### src/rtl/add_chunked_seq.sv
// Multi-cycle wide adder/subtractor: adds CHUNK bits per clock with a registered
// carry between chunks, behind valid/ready handshakes on both sides.
module add_chunked_seq #(
    parameter int WIDTH = 128,
    parameter int CHUNK = 32
) (
    input  logic             clk,
    input  logic             rst_n,
    input  logic             in_valid,
    output logic             in_ready,
    input  logic [WIDTH-1:0] a,
    input  logic [WIDTH-1:0] b,
    input  logic             cin,
    input  logic             sub,
    output logic             out_valid,
    input  logic             out_ready,
    output logic [WIDTH-1:0] sum,
    output logic             cout,
    output logic             ovf
);
    localparam int NCHUNK = WIDTH / CHUNK;
    localparam int IDXW   = (NCHUNK > 1) ? $clog2(NCHUNK) : 1;
    localparam logic [IDXW-1:0] LAST = IDXW'(NCHUNK - 1);

    typedef enum logic [1:0] {IDLE, RUN, DONE} state_t;
    state_t state, state_nxt;

    logic [WIDTH-1:0] a_q, b_q;
    logic             carry_q;
    logic [IDXW-1:0]  idx;
    logic [CHUNK-1:0] a_chk, b_chk;
    logic [CHUNK:0]   chk_sum;
    logic [31:0]      shamt;
    logic [WIDTH-1:0] chunk_mask, chunk_val;
    logic             accept, last, msb_carry;

    assign accept = in_valid && in_ready;
    assign last   = (idx == LAST);

    // Latched operands shift right each RUN cycle, so the live chunk is always at bit 0.
    assign a_chk   = a_q[CHUNK-1:0];
    assign b_chk   = b_q[CHUNK-1:0];
    assign chk_sum = {1'b0, a_chk} + {1'b0, b_chk} + {{CHUNK{1'b0}}, carry_q};

    assign shamt      = 32'(idx) * 32'(CHUNK);
    assign chunk_mask = WIDTH'({CHUNK{1'b1}}) << shamt;
    assign chunk_val  = WIDTH'(chk_sum[CHUNK-1:0]) << shamt;

    // Carry into the MSB recovered from the MSB's sum bit and its two operand bits.
    assign msb_carry = chk_sum[CHUNK-1] ^ a_chk[CHUNK-1] ^ b_chk[CHUNK-1];

    always_ff @(posedge clk or negedge rst_n) begin
        if (!rst_n) state <= IDLE;
        else        state <= state_nxt;
    end

    always_comb begin
        state_nxt = state;
        case (state)
            IDLE:    if (in_valid) state_nxt = RUN;
            RUN:     if (last) state_nxt = DONE;
            DONE:    if (out_ready) state_nxt = IDLE;
            default: state_nxt = IDLE;
        endcase
    end

    always_comb begin
        in_ready  = (state == IDLE);
        out_valid = (state == DONE);
    end

    always_ff @(posedge clk or negedge rst_n) begin
        if (!rst_n) begin
            a_q     <= '0;
            b_q     <= '0;
            carry_q <= 1'b0;
            idx     <= '0;
            sum     <= '0;
            cout    <= 1'b0;
            ovf     <= 1'b0;
        end else if (accept) begin
            a_q     <= a;
            b_q     <= sub ? ~b : b;
            carry_q <= cin;
            idx     <= '0;
        end else if (state == RUN) begin
            a_q     <= a_q >> CHUNK;
            b_q     <= b_q >> CHUNK;
            carry_q <= chk_sum[CHUNK];
            idx     <= idx + 1'b1;
            sum     <= (sum & ~chunk_mask) | chunk_val;
            if (last) begin
                cout <= chk_sum[CHUNK];
                ovf  <= chk_sum[CHUNK] ^ msb_carry;
            end
        end
    end
endmodule
### config.mk
export PLATFORM = sky130hd
export DESIGN_NAME = add_chunked_seq
export DESIGN_NICKNAME = d
export VERILOG_FILES = /design/src/rtl/add_chunked_seq.sv
export SDC_FILE = /design/constraint.sdc
export NUM_CORES = 1
export LEC_CHECK = 0
export ABC_AREA = 1
export BUFFER_PORTS_ARGS = -buffer_cell sky130_fd_sc_hd__buf_2
export CAP_MARGIN = 0
export CORE_AREA = 3 3 200 202
export CTS_CLUSTER_SIZE = 40
export DETAILED_ROUTE_END_ITERATION = 8
export DIE_AREA = 0 0 203 205
export HOLD_SLACK_MARGIN = 0.03
export PLACE_DENSITY = 0.76
export SYNTH_ARGS = -nofsm -noshare
export SYNTH_HDL_FRONTEND = slang
export SYNTH_SLANG_ARGS = --single-unit
export TNS_END_PERCENT = 30
### constraint.sdc
create_clock -name clk -period 2.1 [get_ports clk]
set_input_delay 0.42 -clock clk [delete_from_list [all_inputs] [get_ports clk]]
set_output_delay 0.42 -clock clk [all_outputs]
set_load 0.005 [all_outputs]
==> impl_metrics.yaml, run 1 <==
outcome:
  status: "finished with violations"
  violations: "negative setup slack"
synth:
  synthDominantAreaCellType: "dfrtp_1"
  netlist_area_um2: 19100
  async_reset_ff_share_pct: 100
  synth.area.top_cells: "dfrtp_1, nand2_1, xnor2_1"
  ys_seq_area_share_pct: 51.3
  synth_cell_types: 51
  ys_ff_latch: 391
  synthFlopType: "dfrtp_1"
  yosysWarnings: 0
  synthCells: 2088
  synth_nets: 2387
  synth_edf_count: 0
  synth_area_per_cell_um2: 9.14
  yosys.area.top_type_share_pct: 51.3
placement:
  post_dp_cell_area_um2: 22200
  portBuffers: 393
  dp_hpwl_mm: 44.0
  pre_cts_ws_ns: -0.207
  gp_congestion: 0.907
cells_and_area:
  fin_area_um2: 24300
  final_cell_mix: "nand2_1, buf_2, dfrtp_1"
  drive_above_1_share_pct: 30.2
  final_nets: 2840
  fillers: 3249
  final_common_cell: "nand2_1"
  area_growth_pct: 27.2
worst_setup_path:
  crit_arrival_ns: 2.89
  reg2reg_to: "sum[16]"
  critPathRequiredTime_ns: 2.58
  end_kind: "flip-flop"
  r2r_setup_slack_ns: -0.31
  cp-start-kind: "flip-flop"
  crit_start: "carry_q"
  r2r_start: "carry_q"
  rr_worst_depth: 12
  endpoint: "sum[16]"
  cp_max_fo: 4
  critPathKind: "flip-flop to flip-flop"
sta:
  hold_viol_final: 0
  rsz0062_at_grt: "true"
  final.setup.worst_slack_ns: -0.314
  fin_skew_ns: 0.0169
  min_period_over_period_pct: 115
  fin_hold_ws_ns: 0.0559
  drv_slew: 0
  min_period_ns: 2.41
  fin_setup_tns_ns: -17.52
  worstMarginPinSlew_ns: 0.773
  setup_violations: 116
  fmax_mhz: 414
  max-slew-margin-rel_pct: 48.4
floorplanning:
  io_pins: 394
  die_x_um: 203
  design.die.area_um2: 41600
  initial_core_util_pct: 49.6
  design.core.area_um2: 38500
  rows: 72
  die_h_um: 205
drt:
  drt_iter0_markers: 1473
  viasPerCell: 5.56
  drt-pass1-iter-count: 5
  num_vias: 17200
  route.detailed.drc: 0
  postRouteAntennaNets: 0
  wire_per_inst_um: 19.6
  wirelength_mm: 60.8
grt:
  grtUsageTotal_pct: 28.3
  antenna_found_initial: 6
  grt_max_degree: 71
  grt_overflow: 0
  grt_pass1_wl_mm: 93.0
  first_global_vias: 16800
flow_run:
  maxCapViolations: 0
power_and_ir_drop:
  peakVddDrop_uv: 797
  power.total_mw: 44.1
  leakage_nw: 11.9
  powerDensity_nw_per_um2: 1820
cts:
  cts_buffer_depth: 3
  htree_levels: 2
  clk_pin_slew_ns: 0.06
  root_buffer: "clkbuf_16"
  numClockSinks: 391
  insertion_delay_ns: 0.58
  cts_tree: "built"
  cts_buffers: 42
hold_path:
  min-delay-path-class: "input port to flip-flop"
  hold_start: "out_ready"
[logic make-up after synthesis]
group	synth area share (%)
buffers and inverters	6.11
AO/OA/AOI/OAI	15.6
flip-flops	51.3
AND/OR/NAND/NOR	19.0
adder cells (fa/ha/maj)	2.51
XOR/XNOR	5.57
[Yosys cell counts (2+ instances only)]
cell and n:
nor4_1 2, buf_4 10, o21bai_1 7, xnor2_1 65
clkbuf_1 49, nor2_8 2, nand2_2 14, inv_1 117
a21o_1 3, ha_1 35, a22o_1 31, nand3_1 104
inv_2 8, fa_1 2, nor2_4 3, o221ai_1 31
o21ai_2 5, nor2_1 37, o21ai_0 105, a22oi_1 63
nand3_2 3, or2_2 31, nand2_1 629, buf_2 54
a21oi_2 4, xor2_1 47, nor2_2 4, o21ai_1 50
nor3_1 7, a21oi_1 29, dfrtp_1 391, nand4_1 14
clkbuf_8 11, a32o_1 32, xor2_2 4, buf_1 4
o211ai_1 67
[registers in the layout, summed over array words and instances, names as in the netlist]
register / flops
state: 2
ovf: 1
a_q: 128
cout: 1
carry_q: 1
idx: 2
b_q: 128
sum: 128
[final cells by class]
class / count / area [um2] / area share, %
Clock buffer: 62 / 1250 / 5.14
Sequential cell: 391 / 9800 / 40.4
Antenna cell: 5 / 12.5 / 0.0516
Tap cell: 518 / 648 / 2.67
Inverter: 125 / 474 / 1.95
Clock inverter: 11 / 92.6 / 0.382
Multi-Input combinational cell: 1444 / 8750 / 36.1
Timing Repair Buffer: 537 / 3250 / 13.4
[power breakdown]
part | switching, mW | total [mW] | internal, mW
clock network | 3.09 | 7.22 | 4.14
logic | 13.9 | 23.3 | 9.42
registers | 2.49 | 13.6 | 11.1
total | 19.5 | 44.1 | 24.6
[through the flow]
step,cells,util [%]
global route,3091,63.1
floorplan,2088,-
CTS,3084,62.4
finish,3093,63.1
detailed placement,3009,57.8
global placement,3009,57.8
[how the worst min path moves through the flow]
stage	end	slack, ns	cells past startpoint
global route	state[1]	0.05	2
detailed placement	sum[106]	0.39	1
CTS	state[1]	0.03	2
floorplan	a_q[0]	0.12	0
global placement	sum[106]	0.39	1
finish	state[1]	0.06	2
[layer usage]
metal / share of wire (%) / track usage [%]
met5: 0.066 / 0
met4: 2.2 / 7.84
met3: 6.9 / 4.45
met2: 49 / 47.1
met1: 42 / 38.8
[repair_timing]
| item | 4_1_cts | 5_1_grt |
|---|---|---|
| setup buffers | 1 | 5 |
| pin swaps | 9 | 19 |
| hold endpoints to repair | 39 | 0 |
| hold buffers | 1 | 0 |
| resized for setup | 74 | 47 |
| endpoints found under the setup margin | 106 | 104 |
[critical path: stages (launching register included)]
cell,delay [ns]
dfrtp_1,0.40
fa_2,0.42
fa_2,0.39
nand3_2,0.11
nand2_4,0.07
nand2_2,0.06
o211ai_1,0.12
nand2_1,0.12
nand2_2,0.10
buf_6,0.15
xor2_4,0.14
nand2_2,0.08
o21ai_2,0.15
Note: power is estimated with default switching activity, not from simulation.
==> run 2: changes to the inputs <==
--- a/config.mk
+++ b/config.mk
@@ -14,6 +14,7 @@
 export DIE_AREA = 0 0 203 205
 export HOLD_SLACK_MARGIN = 0.03
 export PLACE_DENSITY = 0.76
+export RECOVER_POWER = 50
 export SYNTH_ARGS = -nofsm -noshare
 export SYNTH_HDL_FRONTEND = slang
 export SYNTH_SLANG_ARGS = --single-unit
==> run 2 against run 1 <==
Net effect: the run ends with max-capacitance violations, max-slew violations, negative setup slack left; non-clock buffer count stayed put; critical path depth stayed put; sequential share of layout area hardly changed; cell count stayed put; sequential power hardly changed; via count is 0.10% higher; flip-flop and latch count stayed put; final area hardly changed; wire length is 0.11% lower; hold slack worse by 0.0013 ns; total power hardly changed; clock skew is 0.0021 ns lower; critical path type unchanged; critical endpoint unchanged; largest power group unchanged.
==> impl_metrics.yaml, run 2 (synthesis gave the netlist of run 1 again) <==
sta:
  min_period_ns: 2.42
  hold_viol_final: 0
  worstMarginPinSlew_ns: 1.67
  min_period_over_period_pct: 115
  max-slew-margin-rel_pct: -11.5
  drv_slew: 51
  fin_skew_ns: 0.0148
  rsz0062_at_grt: "true"
  fin_setup_tns_ns: -17.75
  setup_violations: 116
  fin_hold_ws_ns: 0.0547
  fmax_mhz: 414
  final.setup.worst_slack_ns: -0.317
drt:
  viasPerCell: 5.56
  postRouteAntennaNets: 0
  drt_iter0_markers: 1433
  drt-pass1-iter-count: 6
  num_vias: 17200
  wirelength_mm: 60.7
  route.detailed.drc: 0
  wire_per_inst_um: 19.6
flow_run:
  maxCapViolations: 1
cts:
  cts_buffers: 42
  htree_levels: 2
  cts_buffer_depth: 3
  clk_pin_slew_ns: 0.06
  numClockSinks: 391
  cts_tree: "built"
  insertion_delay_ns: 0.57
  root_buffer: "clkbuf_16"
placement:
  pre_cts_ws_ns: -0.207
  gp_congestion: 0.907
  dp_hpwl_mm: 44.0
  post_dp_cell_area_um2: 22200
  dp.cells: 3009
  portBuffers: 393
cells_and_area:
  final_cells: 3093
  fin_area_um2: 24200
  fin_util_pct: 63.0
  area_growth_pct: 27.1
  final_nets: 2840
  layout_top_registers: "a_q: 128 flops, b_q: 128 flops, sum: 128 flops"
  final_cell_mix: "nand2_1, buf_2, dfrtp_1"
  final_common_cell: "nand2_1"
  drive_above_1_share_pct: 30.2
floorplanning:
  rows: 72
  design.die.area_um2: 41600
  initial_core_util_pct: 49.6
  io_pins: 394
  design.core.area_um2: 38500
  die_x_um: 203
  die_h_um: 205
grt:
  first_global_vias: 16800
  grt_overflow: 0
  grt_pass1_wl_mm: 93.0
  antenna_found_initial: 6
  grtUsageTotal_pct: 28.3
  grt_max_degree: 71
worst_setup_path:
  rr_worst_depth: 12
  critPathRequiredTime_ns: 2.58
  r2r_setup_slack_ns: -0.32
  cp-start-kind: "flip-flop"
  end_kind: "flip-flop"
  critPathKind: "flip-flop to flip-flop"
  cp_max_fo: 4
  crit_arrival_ns: 2.90
power_and_ir_drop:
  power.total_mw: 44.1
  leakage_nw: 11.9
  peakVddDrop_uv: 796
  powerDensity_nw_per_um2: 1820
hold_path:
  whs_path_depth: 2
  min-delay-path-class: "input port to flip-flop"
outcome:
  status: "finished with violations"
  violations: "max-capacitance violations, max-slew violations, negative setup slack"
[run 2: final cells by class]
cell class / count / area (um2)
diodes: 5 / 12.5
flip-flops and latches: 391 / 9800
clock inverters: 11 / 92.6
fillers: 3253 / 14200
multi-input cells: 1444 / 8750
well taps: 518 / 648
clock buffers: 62 / 1250
repair buffers: 537 / 3220
inverters: 125 / 474
[run 2: final timing paths]
kind | startpoint | end
setup / recovery | carry_q | sum[16]
hold / removal | out_ready | state[1]
setup reg to reg | carry_q | sum[16]
hold reg to reg | sum[13] | sum[13]
max in group asynchronous | rst_n | b_q[6]
min in group asynchronous | rst_n | sum[28]
[run 2: repair_timing]
action,in CTS,in global routing
resized for setup,74,47
pin swaps,9,19
setup buffers,1,5
setup endpoints to repair,106,104
hold endpoints to repair,39,0
hold buffers,1,0
[run 2: critical path, cell delays in order, from the launching register on]
cell	delay, ns
dfrtp_1	0.40
fa_2	0.42
fa_2	0.39
nand3_2	0.11
nand2_4	0.07
nand2_2	0.06
o211ai_1	0.12
nand2_1	0.12
nand2_2	0.10
buf_6	0.15
xor2_4	0.14
nand2_2	0.08
o21ai_2	0.15
[run 2: where the power goes]
part	switching, mW	internal (mW)
combinational	13.9	9.41
clock	3.08	4.14
sequential	2.48	11.1
total	19.5	24.6
[run 2: routing by layer]
layer  global-route usage (%)  vias up  part of all wire (%)
li1                         -     7937                     -
met1                     38.8     8453                    42
met2                     47.1      721                    49
met3                     4.45       85                   7.2
met4                     7.84        4                   2.2
met5                        0        -                 0.066
==> run 3: changes to the inputs <==
--- a/config.mk
+++ b/config.mk
@@ -15,6 +15,7 @@
 export HOLD_SLACK_MARGIN = 0.03
 export PLACE_DENSITY = 0.76
 export RECOVER_POWER = 50
+export SETUP_SLACK_MARGIN = 0.15
 export SYNTH_ARGS = -nofsm -noshare
 export SYNTH_HDL_FRONTEND = slang
 export SYNTH_SLANG_ARGS = --single-unit
==> run 3 against run 2 <==
Net effect: the run ends with max-capacitance violations, negative setup slack left; fmax rose by 3.1%; flip-flop and latch count is the same; global-route usage is 0.82 points higher; sequential power about the same; count of clock-buffer cells in the layout down 2; final area increased by 2.3%; utilization rose by 1.5 points; clock power is essentially flat; wire length increased by 2.0%; total power grew 4.6%; via count increased by 1.1%; register-to-register slack improved by 0.07 ns; highest routed layer unchanged.
==> impl_metrics.yaml, run 3 (synthesis gave the netlist of run 1 again) <==
cells_and_area:
  final_common_cell: "nand2_1"
  final_nets: 2846
  drive_above_1_share_pct: 33.8
  final_cell_mix: "nand2_1, buf_2, dfrtp_1"
  layout_top_registers: "a_q: 128 flops, b_q: 128 flops, sum: 128 flops"
  area_growth_pct: 30.1
  fillers: 3134
cts:
  cts_buffer_depth: 3
  clk_pin_slew_ns: 0.06
  root_buffer: "clkbuf_16"
  insertion_delay_ns: 0.58
  numClockSinks: 391
  cts_tree: "built"
  cts_buffers: 41
  htree_levels: 2
grt:
  grtUsageTotal_pct: 29.1
  first_global_vias: 17400
  grt_overflow: 0
  grt_max_degree: 132
  antenna_found_initial: 9
  grt_pass1_wl_mm: 95.8
sta:
  fin_hold_ws_ns: 0.0615
  max-slew-margin-rel_pct: 0.446
  final.setup.worst_slack_ns: -0.243
  fmax_mhz: 427
  setup_violations: 95
  worstMarginPinSlew_ns: 1.49
  drv_slew: 0
  hold_viol_final: 0
  min_period_ns: 2.34
  rsz0062_at_grt: "true"
  fin_setup_tns_ns: -11.72
  min_period_over_period_pct: 112
  fin_skew_ns: 0.0249
power_and_ir_drop:
  leakage_nw: 12.0
  power.total_mw: 46.1
  peakVddDrop_uv: 953
  powerDensity_nw_per_um2: 1860
floorplanning:
  design.die.area_um2: 41600
  design.core.area_um2: 38500
  rows: 72
  die_h_um: 205
  io_pins: 394
  die_x_um: 203
  initial_core_util_pct: 49.6
worst_setup_path:
  r2r_setup_slack_ns: -0.24
  cp-start-kind: "flip-flop"
  endpoint: "sum[54]"
  cp_max_fo: 5
  crit_arrival_ns: 2.84
  reg2reg_to: "sum[54]"
  end_kind: "flip-flop"
  critPathRequiredTime_ns: 2.60
  rr_worst_depth: 13
  crit_start: "a_q[0]"
  critPathKind: "flip-flop to flip-flop"
  r2r_start: "a_q[0]"
placement:
  gp_congestion: 0.945
  dp_hpwl_mm: 43.4
  portBuffers: 393
drt:
  top_layer: "met5"
  drt_iter0_markers: 1484
  postRouteAntennaNets: 0
  wire_per_inst_um: 20.0
  drt-pass1-iter-count: 5
  viasPerCell: 5.61
  wl_met2_mm: 29.5
  wirelength_mm: 61.9
  route.detailed.drc: 0
  met1_length_mm: 25.4
  num_vias: 17400
  wl_met3_mm: 4.51
flow_run:
  maxCapViolations: 1
hold_path:
  min-delay-path-class: "input port to flip-flop"
outcome:
  status: "finished with violations"
  violations: "max-capacitance violations, negative setup slack"
[run 3: cell types whose count changed in the layout (fill, tap and decap cells not counted), moves of 7 or more]
cell     delta
nand2_1    -23
nand3_1    -22
nand2_2    +20
nand3_2    +20
ha_1       -13
ha_4       +13
buf_6       +9
o21ai_0     -9
nor2_1      -7
[run 3: power breakdown]
group,total [mW],internal (mW),switching (mW)
combinational,25.2,10.4,14.8
sequential,13.7,11.1,2.57
clock,7.24,4.26,2.98
[run 3: final cells by class]
type / count / area, um2 / share of cell area, %
antenna: 7 / 17.5 / 0.0706
clock buffer: 60 / 1180 / 4.74
clock inverter: 10 / 150 / 0.605
inverter: 125 / 477 / 1.92
multi-input combinational: 1445 / 9260 / 37.3
sequential: 391 / 9800 / 39.5
tap: 518 / 648 / 2.61
timing repair buffer: 543 / 3290 / 13.2
[run 3: metrics by stage]
step	worst slack [ns]	instance area (um2)	instances	util, %
3_5_place_dp	-0.221	22200	3002	57.7
4_1_cts	-0.167	24500	3087	63.6
3_3_place_gp	-0.170	22200	3002	57.7
5_1_grt	-0.352	24800	3097	64.5
2_1_floorplan	-0.0543	19100	2088	-
6_report	-0.243	24800	3099	64.5
[run 3: worst min-delay path by stage]
stage / startpoint / cells after the start / slack, ns / to
floorplan: rst_n / 0 / 0.12 / a_q[0]
global placement: rst_n / 1 / 0.38 / sum[35]
detailed placement: rst_n / 1 / 0.38 / sum[3]
CTS: a[126] / 2 / 0.05 / a_q[126]
global route: out_ready / 2 / 0.06 / state[1]
finish: out_ready / 2 / 0.06 / state[1]
[run 3: critical path, stage by stage, from the launching register on]
cell	delay [ns]
dfrtp_1	0.40
fa_2	0.41
fa_2	0.37
nand3_2	0.09
nand2_2	0.07
nand2_1	0.10
nand2_2	0.07
nand2_2	0.07
nand3_4	0.12
nand3_2	0.09
nand2_2	0.08
xor2_4	0.19
nand3_1	0.10
nand2_1	0.10
[run 3: metal layers]
metal,global-route usage (%),up-vias
met2,47.1,788
li1,-,7960
met4,11.4,4
met3,4.50,152
met5,0,-
met1,39.8,8481
[run 3: repair_timing]
action	in CTS	in global routing
gates resized for setup	162	85
gates cloned	1	0
hold endpoints to repair	36	0
pin swaps	30	36
hold buffers	1	0
setup endpoints to repair	317	203
buffers inserted	13	5
